<file path="config.mk">
export PLATFORM = sky130hd
export DESIGN_NAME = inverter_pipe
export DESIGN_NICKNAME = d
export VERILOG_FILES = /design/src/rtl/inverter_pipe.sv
export SDC_FILE = /design/constraint.sdc
export NUM_CORES = 1
export LEC_CHECK = 0
export ABC_AREA = 1
export CORE_ASPECT_RATIO = 0.8
export CORE_UTILIZATION = 42
export CTS_CLUSTER_SIZE = 30
export DETAILED_ROUTE_END_ITERATION = 6
export DONT_BUFFER_PORTS = 1
export GPL_ROUTABILITY_DRIVEN = 0
export PLACE_DENSITY = 0.66
export SYNTH_ARGS = -nofsm -noshare
export SYNTH_HDL_FRONTEND = slang
export SYNTH_SLANG_ARGS = --single-unit
</file>
<file path="constraint.sdc">
create_clock -name clk -period 1.4 [get_ports clk]
set_input_delay 0.21 -clock clk [delete_from_list [all_inputs] [get_ports clk]]
set_output_delay 0.21 -clock clk [all_outputs]
set_load 0.03 [all_outputs]
</file>
<file path="src/rtl/inverter_pipe.sv">
// Per-lane pass / invert / negate / masked-invert over a valid/ready stream.
// Latency: one cycle from accept to out_* when main is empty or draining.
// Backpressure: 2-entry skid; in_ready is registered (!skid_valid), full rate holds.
module inverter_pipe #(
  parameter int WIDTH    = 4,
  parameter int CHANNELS = 2,
  parameter int CNT_W    = 8
) (
  input  logic                      clk,
  input  logic                      rst,
  input  logic                      in_valid,
  output logic                      in_ready,
  input  logic [CHANNELS*WIDTH-1:0] in_data,
  input  logic [2*CHANNELS-1:0]     in_mode,
  input  logic [WIDTH-1:0]          in_mask,
  output logic                      out_valid,
  input  logic                      out_ready,
  output logic [CHANNELS*WIDTH-1:0] out_data,
  output logic [CHANNELS-1:0]       out_ovf,
  output logic [CNT_W-1:0]          xfer_count
);

  localparam int DW = CHANNELS * WIDTH;

  // Returns {ovf, result} for one lane. Negating the most-negative value
  // yields the same pattern, which is exactly the case flagged as overflow.
  function automatic logic [WIDTH:0] lane_xform(
    input logic [WIDTH-1:0] x,
    input logic [1:0]       mode,
    input logic [WIDTH-1:0] mask
  );
    logic [WIDTH-1:0] min_neg;
    logic [WIDTH:0]   res;
    min_neg = {1'b1, {(WIDTH-1){1'b0}}};
    case (mode)
      2'b00:   res = {1'b0, x};
      2'b01:   res = {1'b0, ~x};
      2'b10:   res = {(x == min_neg), ~x + WIDTH'(1)};
      default: res = {1'b0, x ^ mask};
    endcase
    return res;
  endfunction

  logic [DW-1:0]       next_data;
  logic [CHANNELS-1:0] next_ovf;

  for (genvar g = 0; g < CHANNELS; g++) begin : g_lane
    logic [WIDTH:0] lane_res;
    assign lane_res = lane_xform(in_data[g*WIDTH +: WIDTH], in_mode[2*g +: 2], in_mask);
    assign next_data[g*WIDTH +: WIDTH] = lane_res[WIDTH-1:0];
    assign next_ovf[g]                 = lane_res[WIDTH];
  end

  logic                main_valid;
  logic [DW-1:0]       main_data;
  logic [CHANNELS-1:0] main_ovf;
  logic                skid_valid;
  logic [DW-1:0]       skid_data;
  logic [CHANNELS-1:0] skid_ovf;

  logic accept;
  logic xfer;

  assign in_ready  = !skid_valid;
  assign accept    = in_valid && in_ready;
  assign xfer      = main_valid && out_ready;
  assign out_valid = main_valid;
  assign out_data  = main_data;
  assign out_ovf   = main_ovf;

  // Two-entry storage: main feeds the output, skid catches the beat that
  // arrives while main is stalled. Skid refills main before any new beat.
  always_ff @(posedge clk or posedge rst) begin
    if (rst) begin
      main_valid <= 1'b0;
      main_data  <= '0;
      main_ovf   <= '0;
      skid_valid <= 1'b0;
      skid_data  <= '0;
      skid_ovf   <= '0;
    end else if (xfer) begin
      if (skid_valid) begin
        main_data  <= skid_data;
        main_ovf   <= skid_ovf;
        skid_valid <= 1'b0;
      end else if (accept) begin
        main_data  <= next_data;
        main_ovf   <= next_ovf;
      end else begin
        main_valid <= 1'b0;
      end
    end else if (accept) begin
      if (!main_valid) begin
        main_valid <= 1'b1;
        main_data  <= next_data;
        main_ovf   <= next_ovf;
      end else begin
        skid_valid <= 1'b1;
        skid_data  <= next_data;
        skid_ovf   <= next_ovf;
      end
    end
  end

  // Completed output transfers, wrapping naturally at the counter width.
  always_ff @(posedge clk or posedge rst) begin
    if (rst) begin
      xfer_count <= '0;
    end else if (xfer) begin
      xfer_count <= xfer_count + CNT_W'(1);
    end
  end

endmodule

</file>
* Word-level counts from Yosys, hierarchy flattened
Index checks and enable logic that the tools add are counted.
Widths: inputs -> output; s select.
** Word-level totals
- Register bits after elaboration :: 30
- Output and inout bits :: 20
- Input bits :: 20
** Cells by class
- Reductions and logical operators :: 12
- Bitwise operators :: 5
- Eq/ne operators :: 9
- Add/subtract/negate cells :: 3
- Mux-type cells :: 19
** Operators by type and width (number)
- $mux 8 :: 5
- $pmux 5 s3 :: 2
- $mux 2 :: 5
- $reduce_and 3->1 :: 3
- $add 4x1->4 const B :: 2
- $add 8x1->8 const B :: 1
- $eq 4x4->1 const B :: 2
- $not 4->4 :: 2
- $xor 4x4->4 :: 2
- $mux 1 :: 7
- $reduce_bool 2->1 :: 3
- $eq 2x1->1 const B :: 2
- $eq 2x2->1 const B :: 2
- $logic_not 2->1 :: 2
- $ne 2x2->1 const B :: 2
- $logic_and 1x1->1 :: 2
- $ne 2x1->1 const B :: 1
- $reduce_and 2->1 :: 1
- $logic_not 1->1 :: 1
- $not 1->1 :: 1

* Depth between registers and ports, before layout
- Depth after elaboration :: 6
- Gate-level depth with buffers :: 10
- Gate-level depth less buffers :: 10

* Worst setup path after synthesis
OpenSTA, ideal clock, no wires.
- Kind :: reg-to-reg
- From :: register skid_valid
- To :: register main_ovf[0] (netlist: out_ovf[0])
- Data arrival time :: 1.590 ns
- Cell stages (with the launch flop) :: 9
- Library setup time :: 0.129 ns
- Slack :: -0.319 ns
- Path through :: dfrtp_1 > inv_1 > nand2_1 > ha_1 > nor2_1 > nand2_2 > buf_6 > a21oi_1 > a22oi_2
** Between the ends
- Cells in the longest elaborated chain, start to end :: 4
- Elaborated cells between the ends (all ways) :: 7
** RTL lines
- start, declared :: line 57 : logic skid_valid;
- start signal, assigned :: line 78 : skid_valid <= 1'b0;
- start signal, assigned :: line 85 : skid_valid <= 1'b0;
- start signal, assigned :: line 98 : skid_valid <= 1'b1;
- $logic_not 1->1 (*) :: line 64 : assign in_ready = !skid_valid;
- net in_ready :: line 12 : output logic in_ready,
- $logic_and 1x1->1 (*) :: line 65 : assign accept = in_valid && in_ready;
- $reduce_bool 2->1 (no source line)
- $reduce_and 3->1 (no source line) (*)
- end signal, assigned :: line 84 : main_ovf <= skid_ovf;
- end signal, assigned :: line 88 : main_ovf <= next_ovf;
- end signal, assigned :: line 96 : main_ovf <= next_ovf;
- end, declared :: line 56 : logic [CHANNELS-1:0] main_ovf;
Mark *: on every way through the listed nets, which the timed path passes. The rest lies on a longest branch.
A chain may end at the register's enable or synchronous reset.

* Worst setup path in the final report
- From :: register skid_valid
- To :: register main_ovf[0] (netlist: out_ovf[0])
** Between the ends
- Cells in the longest elaborated chain, start to end :: 4
- Elaborated cells between the ends (all ways) :: 7
** RTL lines (line)
- $logic_not 1->1 :: 64
- $logic_and 1x1->1 :: 65
- $reduce_bool 2->1 (no source line)
- $reduce_and 3->1 (no source line)
Several ways; a longest one is shown, not always the timed one.

==> impl_metrics.env <==
export IMPL_status="finished, final reports clean"
export IMPL_async_reset_ff_share_pct=100
export IMPL_final_cell_mix="nand2_1, dfrtp_1, inv_1"
export IMPL_ant_nets=0
export IMPL_clock_sinks=30
export IMPL_synth_ff_type="dfrtp_1"
export IMPL_worstPathArrival_ns=1.53
export IMPL_cts_inserted_buffers=5
export IMPL_ys_types=27
export IMPL_hp_start="in_data[6]"
export IMPL_max_slew_margin_rel_pct=74.6
export IMPL_dpl_instance_area_um2=1940
export IMPL_synth_area_um2=1750
export IMPL_hp_class="input pin to register"
export IMPL_fin_util_pct=53.5
export IMPL_initial_core_util_pct=44.8
export IMPL_cts_root_buf="clkbuf_8"
export IMPL_post_synth_cell_area_avg_um2=7.48
export IMPL_min_path_cells=3
export IMPL_setup_violations=0
export IMPL_ir_worst_vdd_mv=1.01
export IMPL_start_kind="register"
export IMPL_die_area_um2=4430
export IMPL_max_freq_mhz=748
export IMPL_die_w_um=74.2
export IMPL_vias_per_cell=4.66
export IMPL_synth_edf_count=0
export IMPL_end_kind="register"
export IMPL_diodes=0
export IMPL_vias=1460
export IMPL_hold_worst_slack_ns=0.116
export IMPL_yosys_register_bits=30
export IMPL_fin_worst_skew_ns=0.00237
export IMPL_clkTransAtPathRegs_ns=0.06
export IMPL_hold_end="skid_ovf[1]"
export IMPL_ys_seq_area_share_pct=42.9
export IMPL_grt_max_degree=31
export IMPL_place_hpwl_mm=2.64
export IMPL_wl_per_cell_um=11.2
export IMPL_cts_tree="yes"
export IMPL_r2r_slack_ns=0.06
export IMPL_ys_warn_count=0
export IMPL_htree_levels=2
export IMPL_layout_commonest_cell="nand2_1"
export IMPL_areaGrowthSynthToFinish_pct=19.4
export IMPL_timing_rr_end="out_ovf[0]"
export IMPL_clock_path_buffers=2
export IMPL_finalNetCount=282
export IMPL_drv_slew=0
export IMPL_r2r_start="skid_valid"
export IMPL_syn_nets=258
export IMPL_dp_slack_ns=-0.0812
export IMPL_drc_errors=0
export IMPL_firstDrtPassIters=4
export IMPL_min_period_ns=1.34
export IMPL_clock_latency_ns=0.27
export IMPL_first_global_vias=1339
export IMPL_grtUsageTotal_pct=17.4
export IMPL_syn_instance_count=234
export IMPL_wl_mm=3.51
export IMPL_overflow=0
export IMPL_rsz0062_at_grt="true"
export IMPL_io_pins=40
export IMPL_hold_violations=0
export IMPL_fin_ws_ns=0.0630
export IMPL_power_leakage_uw=0.00109
export IMPL_num_rows=20
export IMPL_reg2reg_depth=7
export IMPL_die_h_um=59.7
export IMPL_report_power_total_uw=4190
export IMPL_critical_path_class="register to register"
export IMPL_drt_initial_drc_count=82
export IMPL_drive_above_1_share_pct=19.0
export IMPL_powerDensity_nw_per_um2=2010
export IMPL_period_share_pct=95.5
export IMPL_final_area_um2=2090
export IMPL_core_area_um2=3900
export IMPL_worst_slew_pin_slew_ns=0.381
export IMPL_critPathMaxFanout=7
export IMPL_grt_pass1_wl_mm=5.81
export IMPL_worstPathRequired_ns=1.59
export IMPL_cap_violations=0
export IMPL_io_buffers=0
export IMPL_antenna_found_initial=0
[stage by stage]
step	TNS [ns]	cells
2_1_floorplan	0	234
3_3_place_gp	-0.155	303
3_5_place_dp	-0.529	303
4_1_cts	0	311
5_1_grt	-0.101	313
6_report	0	313
[per-layer routing]
layer / global-route usage, % / part of all wire (%) / vias up
li1: - / - / 789
met3: 5.73 / 4.9 / 5
met1: 23.9 / 50 / 644
met4: 4.67 / 0.91 / 0
met5: 0 / 0 / -
met2: 26.5 / 44 / 22
[sequential cells by signal, indices dropped and copies added, names as in the netlist]
name        count
out_data        8
out_ovf         2
out_valid       1
skid_data       8
skid_ovf        2
skid_valid      1
xfer_count      8
[critical path, stage by stage (launching register included)]
cell and delay (ns):
dfrtp_1 0.40, inv_4 0.07, nand2_4 0.05, ha_4 0.16, nor2_4 0.17, nand2_4 0.11
buf_4 0.15, a22oi_2 0.14
[synth_stat cells, types with 2 or more instances]
| cell type | n | area, um2 |
|---|---|---|
| a21oi_1 | 8 | 40.0 |
| a31oi_1 | 2 | 12.5 |
| buf_6 | 2 | 22.5 |
| dfrtp_1 | 30 | 751 |
| ha_1 | 4 | 50.1 |
| inv_1 | 29 | 109 |
| inv_2 | 5 | 18.8 |
| nand2_1 | 69 | 259 |
| nand2_2 | 3 | 18.8 |
| nand3_1 | 16 | 80.1 |
| nor2_1 | 19 | 71.3 |
| nor3_1 | 2 | 10.0 |
| o21ai_0 | 14 | 70.1 |
| o21ai_1 | 12 | 60.1 |
| or2_0 | 2 | 12.5 |
| xnor2_1 | 2 | 17.5 |
| xor2_1 | 5 | 43.8 |
[cell type report]
type,count,area [um2]
Inverter,34,130
Sequential cell,30,752
Fill cell,380,1820
Timing Repair Buffer,20,156
Clock buffer,7,76.3
Multi-Input combinational cell,167,905
Tap cell,55,68.8
[logic make-up (layout without fill, tap and decap cells)]
logic type      after synthesis  count (layout)  synth area share (%)
compound gates               38              38                  11.6
flops                        30              30                  42.9
fa+ha+maj                     4               4                  2.86
xor+xnor                      7               7                  3.51
buf+inv                      38              61                  9.30
simple gates                117             118                  29.8
[timing repair]
item,CTS,global route
endpoints found under the hold margin,30,0
hold buffers,1,0
setup endpoints to repair,9,9
pin swaps,1,6
resized for setup,2,11
buffers inserted,0,1
gates cloned,0,1
[power breakdown]
part / switching (uW) / internal [uW]
registers: 545 / 1240
logic: 1060 / 719
clock network: 282 / 341
total: 1890 / 2300
[worst max path at each step]
stage | start | end | slack (ns) | depth (start not counted)
after global routing | skid_valid | out_data[0] | -0.02 | 8
after global placement | skid_valid | out_ovf[1] | -0.03 | 8
final | skid_valid | out_ovf[0] | 0.06 | 7
after detailed placement | skid_valid | out_data[1] | -0.08 | 8
after CTS | skid_valid | out_data[1] | 0.006 | 8
after floorplan | skid_valid | out_data[0] | 0.0005 | 9
Note: power is estimated with default switching activity, not from simulation.
